[config.mk]
export PLATFORM = sky130hd
export DESIGN_NAME = score_keeper
export DESIGN_NICKNAME = d
export VERILOG_FILES = /design/src/rtl/score_keeper.sv
export SDC_FILE = /design/constraint.sdc
export NUM_CORES = 1
export LEC_CHECK = 0
export CAP_MARGIN = 20
export CORE_MARGIN = 2
export CORE_UTILIZATION = 25
export DETAILED_ROUTE_END_ITERATION = 10
export PLACE_DENSITY = 0.39
export SYNTH_ARGS = -nofsm -noshare
export SYNTH_HDL_FRONTEND = slang
export SYNTH_SLANG_ARGS = --single-unit
[constraint.sdc]
create_clock -name BALL_CLOCK -period 2.14 [get_ports BALL_CLOCK]
set_input_delay 0.428 -clock BALL_CLOCK [delete_from_list [all_inputs] [get_ports BALL_CLOCK]]
set_output_delay 0.428 -clock BALL_CLOCK [all_outputs]
set_load 0.01 [all_outputs]
[src/rtl/score_keeper.sv]
// Pong score keeper: edge-detects misses, scores points, holds the serve after a goal, detects the match win.
// Latency: one BALL_CLOCK from the registered miss edge to the score/pulse update; no backpressure, events outside PLAY are dropped.
// Optional feature macro SCORE_DEUCE_EN: win needs a two-point lead, ties at or above WIN_SCORE fold back to WIN_SCORE-1.
module score_keeper #(
    parameter int WIN_SCORE   = 7,
    parameter int HOLD_CYCLES = 32
) (
    input  logic       BALL_CLOCK,
    input  logic       RESET_N,
    input  logic       miss_player_1,
    input  logic       miss_player_2,
    input  logic       new_game,
    output logic       goal_player_1,
    output logic       goal_player_2,
    output logic       win_player_1,
    output logic       win_player_2,
    output logic [3:0] score_player_1,
    output logic [3:0] score_player_2,
    output logic       serve_enable,
    output logic       game_over
);

    typedef enum logic [1:0] {
        PLAY = 2'd0,
        HOLD = 2'd1,
        OVER = 2'd2
    } state_t;

    localparam logic [3:0] WIN_VAL    = 4'(WIN_SCORE);
    localparam logic [3:0] DEUCE_VAL  = 4'(WIN_SCORE - 1);
    localparam logic [7:0] HOLD_INIT  = 8'(HOLD_CYCLES);

    state_t     state;
    logic [7:0] hold_cnt;
    logic       miss1_q, miss1_prev;
    logic       miss2_q, miss2_prev;
    logic       miss1_evt, miss2_evt;
    logic [3:0] p1_inc, p2_inc;
    logic       p1_wins, p2_wins;
    logic       p1_ties, p2_ties;

    assign miss1_evt = miss1_q & ~miss1_prev;
    assign miss2_evt = miss2_q & ~miss2_prev;
    assign p1_inc    = score_player_1 + 4'd1;
    assign p2_inc    = score_player_2 + 4'd1;

    always_comb begin
        p1_wins = 1'b0;
        p2_wins = 1'b0;
        p1_ties = 1'b0;
        p2_ties = 1'b0;
`ifdef SCORE_DEUCE_EN
        // 5-bit compare so opponent+2 cannot wrap near the top of the 4-bit range
        p1_wins = (p1_inc >= WIN_VAL) && ({1'b0, p1_inc} >= ({1'b0, score_player_2} + 5'd2));
        p2_wins = (p2_inc >= WIN_VAL) && ({1'b0, p2_inc} >= ({1'b0, score_player_1} + 5'd2));
        p1_ties = (p1_inc == score_player_2) && (p1_inc >= WIN_VAL);
        p2_ties = (p2_inc == score_player_1) && (p2_inc >= WIN_VAL);
`else
        p1_wins = (p1_inc == WIN_VAL);
        p2_wins = (p2_inc == WIN_VAL);
`endif
    end

    always_ff @(posedge BALL_CLOCK or negedge RESET_N) begin
        if (!RESET_N) begin
            state          <= PLAY;
            hold_cnt       <= 8'd0;
            miss1_q        <= 1'b0;
            miss1_prev     <= 1'b0;
            miss2_q        <= 1'b0;
            miss2_prev     <= 1'b0;
            score_player_1 <= 4'd0;
            score_player_2 <= 4'd0;
            goal_player_1  <= 1'b0;
            goal_player_2  <= 1'b0;
            win_player_1   <= 1'b0;
            win_player_2   <= 1'b0;
            serve_enable   <= 1'b1;
            game_over      <= 1'b0;
        end else begin
            miss1_q       <= miss_player_1;
            miss1_prev    <= miss1_q;
            miss2_q       <= miss_player_2;
            miss2_prev    <= miss2_q;
            goal_player_1 <= 1'b0;
            goal_player_2 <= 1'b0;
            win_player_1  <= 1'b0;
            win_player_2  <= 1'b0;

            if (new_game) begin
                state          <= PLAY;
                hold_cnt       <= 8'd0;
                score_player_1 <= 4'd0;
                score_player_2 <= 4'd0;
                serve_enable   <= 1'b1;
                game_over      <= 1'b0;
            end else begin
                case (state)
                    PLAY: begin
                        // a miss on both sides in one cycle is a dead ball
                        if (miss2_evt && !miss1_evt) begin
                            if (p1_wins) begin
                                score_player_1 <= p1_inc;
                                win_player_1   <= 1'b1;
                                state          <= OVER;
                                serve_enable   <= 1'b0;
                                game_over      <= 1'b1;
                            end else begin
                                if (p1_ties) begin
                                    score_player_1 <= DEUCE_VAL;
                                    score_player_2 <= DEUCE_VAL;
                                end else begin
                                    score_player_1 <= p1_inc;
                                end
                                goal_player_1 <= 1'b1;
                                hold_cnt      <= HOLD_INIT;
                                state         <= HOLD;
                                serve_enable  <= 1'b0;
                            end
                        end else if (miss1_evt && !miss2_evt) begin
                            if (p2_wins) begin
                                score_player_2 <= p2_inc;
                                win_player_2   <= 1'b1;
                                state          <= OVER;
                                serve_enable   <= 1'b0;
                                game_over      <= 1'b1;
                            end else begin
                                if (p2_ties) begin
                                    score_player_1 <= DEUCE_VAL;
                                    score_player_2 <= DEUCE_VAL;
                                end else begin
                                    score_player_2 <= p2_inc;
                                end
                                goal_player_2 <= 1'b1;
                                hold_cnt      <= HOLD_INIT;
                                state         <= HOLD;
                                serve_enable  <= 1'b0;
                            end
                        end
                    end
                    HOLD: begin
                        // the edge that takes the counter to zero is the edge that re-enables the serve
                        if (hold_cnt <= 8'd1) begin
                            hold_cnt     <= 8'd0;
                            state        <= PLAY;
                            serve_enable <= 1'b1;
                        end else begin
                            hold_cnt <= hold_cnt - 8'd1;
                        end
                    end
                    OVER: begin
                        serve_enable <= 1'b0;
                        game_over    <= 1'b1;
                    end
                    default: begin
                        state        <= PLAY;
                        hold_cnt     <= 8'd0;
                        serve_enable <= 1'b1;
                        game_over    <= 1'b0;
                    end
                endcase
            end
        end
    end

endmodule

==> impl_metrics.yaml, run 1 <==
run_status:
  status: "finished, final reports clean"
clock_tree:
  cts_sinks: 28
  worstSkewPairLatency_ns: 0.28
  cts_buffers: 3
  path_clk_slew_ns: 0.10
  clk_path_buf_depth: 2
  post_cts_buffers: 0
  cts_tree: "done"
  root_buffer: "clkbuf_8"
  cts_max_level: 1
logic_synthesis:
  ys_seq_elements: 28
  syn_area_um2: 1480
  synth_edf_count: 0
  synthFlopType: "dfrtp_1"
  syn_avg_cell_area_um2: 9.75
  ys_types: 44
  synth_warnings: 0
  netlist_instances: 152
  syn-num-nets: 163
  async_flop_share_pct: 100
  ys_seq_area_share_pct: 47.4
sta:
  finalSetupViolations: 0
  finalMaxSlewViolations: 0
  whs_ns: 0.416
  min_period_over_period_pct: 94.3
  tightestPinTransition_ns: 0.520
  max_slew_margin_pct: 65.1
  finClkSkew_ns: 0.00798
  setup_slack_ns: 0.122
  timing.setup.tns_ns: 0
  fmax_ghz: 0.496
  grt_setup_unrepaired: "false"
  min_period_ns: 2.02
  finalHoldViolCount: 0
pwr:
  peakVddDrop_mv: 0.298
  leakage_nw: 0.799
  p_sw_w: 0.000455
  swShare_pct: 31.5
  clock_power_share_pct: 29.2
  power.internal_w: 0.000991
  p_comb_share_pct: 27.1
  p_per_area_nw_per_um2: 779
  pwr-share-seq_pct: 43.7
die:
  dieArea_um2: 6560
  core_um2: 5820
  ios: 19
  fp.dieH_um: 81.0
  rows: 28
  initial_core_util_pct: 25.5
  die_w_um: 81.0
cells_and_area:
  layout_commonest_cell: "dfrtp_1"
  drive_gt1_share_pct: 10.2
  synthToLayoutAreaGrowth_pct: 25.3
  diodes: 0
  final_cells: 251
  fillCellCount: 619
  final_cell_mix: "27 x dfrtp_1, 18 x clkdlybuf4s50_1, 15 x nor2_1"
  design_area_um2: 1860
  nets: 188
global_routing:
  grt_usage_pct: 11.1
  grt_pass1_vias: 1179
  grt_overflow: 0
  use_met2_pct: 19.1
  grt_pass1_wl_um: 5660
  antenna_found_initial: 0
  grt_max_degree: 29
  use_met3_pct: 1.89
  gr-usage-met1_pct: 13.8
  grt-busiest-layer: "met2"
placed_design:
  portBuffers: 18
  pre_cts_ws_ns: 0.0933
  place_hpwl_um: 2680
  place_area_um2: 1780
  dp_cells: 247
  gp_congestion: 0.812
run:
  cap_violations: 0
critical_path:
  worstSetupEndpointType: "register"
  path_class: "reg -> reg"
  cp-start-kind: "register"
  cp.arrival_ns: 2.18
  worst-path-max-fanout: 6
  cp_data_required_time_ns: 2.30
detailed_routing:
  viasPerCell: 4.82
  drt-pass1-iter-count: 4
  routedWlPerCell_um: 13.7
  num_vias: 1210
  final_antenna_net_count: 0
  wl_um: 3430
  drc: 0
  drt_iter0_drc: 30
worst_hold_path:
  hold_class: "reg -> reg"
## synthesized netlist by cell type (all sizes together), types with 3 or more instances
| library cell | count | area, µm² |
|---|---|---|
| xnor2 | 3 | 26.3 |
| inv | 10 | 37.5 |
| nand2b | 4 | 25.0 |
| nor2 | 15 | 56.3 |
| nor3b | 3 | 27.5 |
| a21oi | 8 | 40.0 |
| nand2 | 9 | 33.8 |
| nand3 | 8 | 40.0 |
| nor2b | 3 | 18.8 |
| o21ai | 9 | 48.8 |
| ha | 6 | 75.1 |
| or3 | 3 | 18.8 |
| nor3 | 9 | 50.1 |
| nor4 | 3 | 18.8 |
| a31oi | 3 | 18.8 |
| a21boi | 3 | 22.5 |
| dfrtp | 27 | 676 |
## flip-flops by register name (all words and copies together) (netlist names), 2 cells and up
register / cells
score_player_2: 4
state: 2
score_player_1: 4
hold_cnt: 8
## power groups by stage
stage               Combinational, W  Sequential, W  Clock [W]
global route                0.000439       0.000640   0.000459
CTS                         0.000394       0.000631   0.000441
global placement            0.000390       0.000641          0
floorplan                   0.000260       0.000638          0
detailed placement          0.000391       0.000643          0
finish                      0.000392       0.000631   0.000422
## worst max-delay path, cell delays in order (launching register included)
cell	delay [ns]
dfrtp_1	0.44
inv_1	0.11
ha_1	0.18
or4bb_1	0.48
o31ai_1	0.15
o22a_2	0.29
nand2b_1	0.16
nand3_1	0.09
## cell families (layout without fill, tap and decap cells)
group | after synthesis | count (layout) | synth area share [%]
buffers and inverters | 14 | 38 | 3.63
XOR/XNOR | 4 | 4 | 2.37
AND/OR/NAND/NOR | 65 | 65 | 24.3
flip-flops | 28 | 28 | 47.4
adder cells (fa/ha/maj) | 6 | 6 | 5.07
multiplexers | 1 | 1 | 0.676
AO/OA/AOI/OAI | 34 | 34 | 16.6
## timing repair
item                                    in CTS  in global routing
resized for setup                            0                  1
hold buffers                                 0                  0
endpoints found under the setup margin       0                  7
## final timing paths
kind	start	endpoint	slack, ns	cells after the start
max in group asynchronous	RESET_N	serve_enable$_DFFE_PN1P_	1.31	2
worst max register to register	score_player_1[0]$_DFFE_PN0P_	hold_cnt[5]$_DFFE_PN0P_	0.12	7
worst min-delay path	miss1_q$_DFF_PN0_	miss1_prev$_DFF_PN0_	0.42	0
worst min register to register	miss1_q$_DFF_PN0_	miss1_prev$_DFF_PN0_	0.42	0
min in group asynchronous	RESET_N	win_player_1$_DFF_PN0_	0.52	2
worst max-delay path	score_player_1[0]$_DFFE_PN0P_	hold_cnt[5]$_DFFE_PN0P_	0.12	7
## through the flow
step                      power [W]  util (%)
final                       0.00145      31.9
after global placement      0.00103      30.7
after global routing        0.00154      31.9
after detailed placement    0.00103      30.7
after CTS                   0.00147      31.9
after floorplan            0.000898         -
## layer usage
metal  wire length (µm)  share of wire (%)
met2               1720                 50
met4                 36                1.0
met1               1570                 46
met5                  0                  0
met3                112                3.3
## area by class of cell
type	instances	area (µm²)	share of cell area (%)
inverters	10	37.5	2.02
clock inverters	1	30.0	1.62
flip-flops and latches	28	702	37.8
multi-input cells	110	727	39.2
clock buffers	3	41.3	2.22
well taps	75	93.8	5.05
repair buffers	24	225	12.1
(Power assumes the default switching activity.)
==> run 2: changes to the inputs <==
--- a/config.mk
+++ b/config.mk
@@ -6,6 +6,7 @@
 export NUM_CORES = 1
 export LEC_CHECK = 0
 export CAP_MARGIN = 20
+export CORE_ASPECT_RATIO = 1.4
 export CORE_MARGIN = 2
 export CORE_UTILIZATION = 25
 export DETAILED_ROUTE_END_ITERATION = 10
==> run 2 against run 1 <==
Effect of this change:
- clock-buffer cell count increased by 1
- cell count decreased by 2.0%
- fmax increased by 1.1%
- non-clock buffer count unchanged
- register-to-register slack improved by 0.02 ns
- wire length increased by 3.7%
- sequential cell count unchanged
- global-route usage increased by 0.64 points
- critical path depth unchanged
- sequential power about the same
- sequential share of layout area increased by 0.60 points
- critical endpoint is now hold_cnt[1]$_DFFE_PN0P_
- largest power group unchanged
==> impl_metrics.yaml, run 2 (synthesized netlist as in run 1, its figures left out) <==
global_routing:
  grt_overflow: 0
  antenna_found_initial: 0
  grt_pass1_wl_um: 6160
  grt_usage_pct: 11.8
  grt_max_degree: 29
  grt_pass1_vias: 1350
pwr:
  leakage_nw: 0.790
  pwr-share-seq_pct: 48.0
  peakVddDrop_mv: 0.322
  clock_power_share_pct: 22.1
  p_per_area_nw_per_um2: 722
  p_sw_w: 0.000447
  p_comb_share_pct: 29.9
  swShare_pct: 33.8
  power.internal_w: 0.000874
cells_and_area:
  largest_reg_flops: 8
  drive_gt1_share_pct: 9.66
  regArea_um2: 702
  layout_commonest_cell: "dfrtp_1"
  regMostFlops: "hold_cnt"
  synthToLayoutAreaGrowth_pct: 23.4
  nets: 188
  fin_util_pct: 31.6
  reg.largest.list: "hold_cnt: 8 flops, score_player_1: 4 flops, score_player_2: 4 flops"
  multi_input_area_um2: 731
  diodes: 0
  final_cell_mix: "27 x dfrtp_1, 18 x clkdlybuf4s50_1, 15 x nor2_1"
  fillCellCount: 598
die:
  fp.dieH_um: 95.1
  die_w_um: 69.1
  dieArea_um2: 6570
  initial_core_util_pct: 25.6
  ios: 19
  rows: 33
  core_um2: 5780
detailed_routing:
  num_vias: 1228
  drc: 0
  final_antenna_net_count: 0
  wl_met2_um: 1980
  drt_iter0_drc: 27
  wl_met1_um: 1350
  highest_layer: "met4"
  met3_wirelength_um: 94
  wl_um: 3560
  routedWlPerCell_um: 14.5
  drt-pass1-iter-count: 4
  viasPerCell: 4.99
sta:
  finalHoldViolCount: 0
  max_slew_margin_pct: 63.6
  fmax_ghz: 0.501
  grt_setup_unrepaired: "false"
  finClkSkew_ns: 0.00669
  tightestPinTransition_ns: 0.541
  finalMaxSlewViolations: 0
  timing.setup.tns_ns: 0
  min_period_ns: 2.00
  finalSetupViolations: 0
  min_period_over_period_pct: 93.3
critical_path:
  cp_data_required_time_ns: 2.34
  cp-start-kind: "register"
  worst-path-max-fanout: 6
  worstSetupEndpointType: "register"
  cp.arrival_ns: 2.19
  path_class: "reg -> reg"
clock_tree:
  cts_sinks: 28
  post_cts_buffers: 0
  root_buffer: "clkbuf_8"
  worstSkewPairLatency_ns: 0.27
  cts_buffers: 3
  clk_path_buf_depth: 2
  path_clk_slew_ns: 0.09
  cts_max_level: 1
  cts_hold_buf: 0
  cts_tree: "done"
placed_design:
  place_hpwl_um: 2790
  portBuffers: 18
  gp_congestion: 0.725
worst_hold_path:
  hold_class: "reg -> reg"
run:
  cap_violations: 0
run_status:
  status: "finished, final reports clean"
-- run 2: changes by cell type in the layout (fill, tap and decap cells not counted), sizes merged --
cell,delta
clkbuf,+1
bufinv,-1
-- run 2: final timing paths --
path / startpoint / to / cells after the start / slack, ns
max in group asynchronous: RESET_N / serve_enable$_DFFE_PN1P_ / 2 / 1.29
max reg2reg: score_player_2[0]$_DFFE_PN0P_ / hold_cnt[1]$_DFFE_PN0P_ / 7 / 0.14
min reg2reg: miss1_q$_DFF_PN0_ / miss1_prev$_DFF_PN0_ / 0 / 0.40
max: score_player_2[0]$_DFFE_PN0P_ / hold_cnt[1]$_DFFE_PN0P_ / 7 / 0.14
min: miss1_q$_DFF_PN0_ / miss1_prev$_DFF_PN0_ / 0 / 0.40
min in group asynchronous: RESET_N / hold_cnt[5]$_DFFE_PN0P_ / 2 / 0.54
-- run 2: layer usage --
layer	global-route usage [%]	vias to the layer above
met2	23.2	25
met5	0	-
met1	11.8	597
li1	-	593
met4	5.88	0
met3	1.90	13
-- run 2: area by class of cell --
type | count | share of cell area (%)
Tap cell | 70 | 4.79
Sequential cell | 28 | 38.4
Clock buffer | 4 | 2.46
Timing Repair Buffer | 24 | 12.3
Inverter | 10 | 2.05
Multi-Input combinational cell | 110 | 40.0
-- run 2: power by group through the flow --
| stage | logic [W] | clock network [W] | registers (W) |
|---|---|---|---|
| floorplan | 0.000260 | 0 | 0.000638 |
| CTS | 0.000401 | 0.000308 | 0.000634 |
| detailed placement | 0.000399 | 0 | 0.000644 |
| global route | 0.000448 | 0.000332 | 0.000643 |
| finish | 0.000394 | 0.000292 | 0.000634 |
| global placement | 0.000391 | 0 | 0.000638 |
-- run 2: what timing repair did --
action,CTS,global route
endpoints found under the hold margin,0,0
endpoints found under the setup margin,0,8
resized for setup,0,1
-- run 2: metrics by stage --
step	hold slack [ns]	cell area, µm²	power, W	cells	setup slack (ns)
after global routing	0.428	1830	0.00142	246	0.00273
final	0.404	1830	0.00132	246	0.144
after global placement	0.377	1780	0.00103	242	0.158
after CTS	0.410	1820	0.00134	246	0.0848
after detailed placement	0.389	1780	0.00104	242	0.120
after floorplan	0.132	1480	0.000898	152	0.306
-- run 2: worst max-delay path, stage by stage (launching register included) --
cell and delay (ns):
dfrtp_1 0.44, inv_1 0.12, ha_1 0.17, or4bb_1 0.50, o41ai_2 0.10, o22a_1 0.30, o21ai_2 0.12, o22ai_1 0.17
==> run 3: changes to the inputs <==
--- a/config.mk
+++ b/config.mk
@@ -5,6 +5,7 @@
 export SDC_FILE = /design/constraint.sdc
 export NUM_CORES = 1
 export LEC_CHECK = 0
+export ABC_AREA = 0
 export CAP_MARGIN = 20
 export CORE_ASPECT_RATIO = 1.4
 export CORE_MARGIN = 2
==> results of run 3 <==
No change in the layout: final DEF, timing and power equal those of run 2.
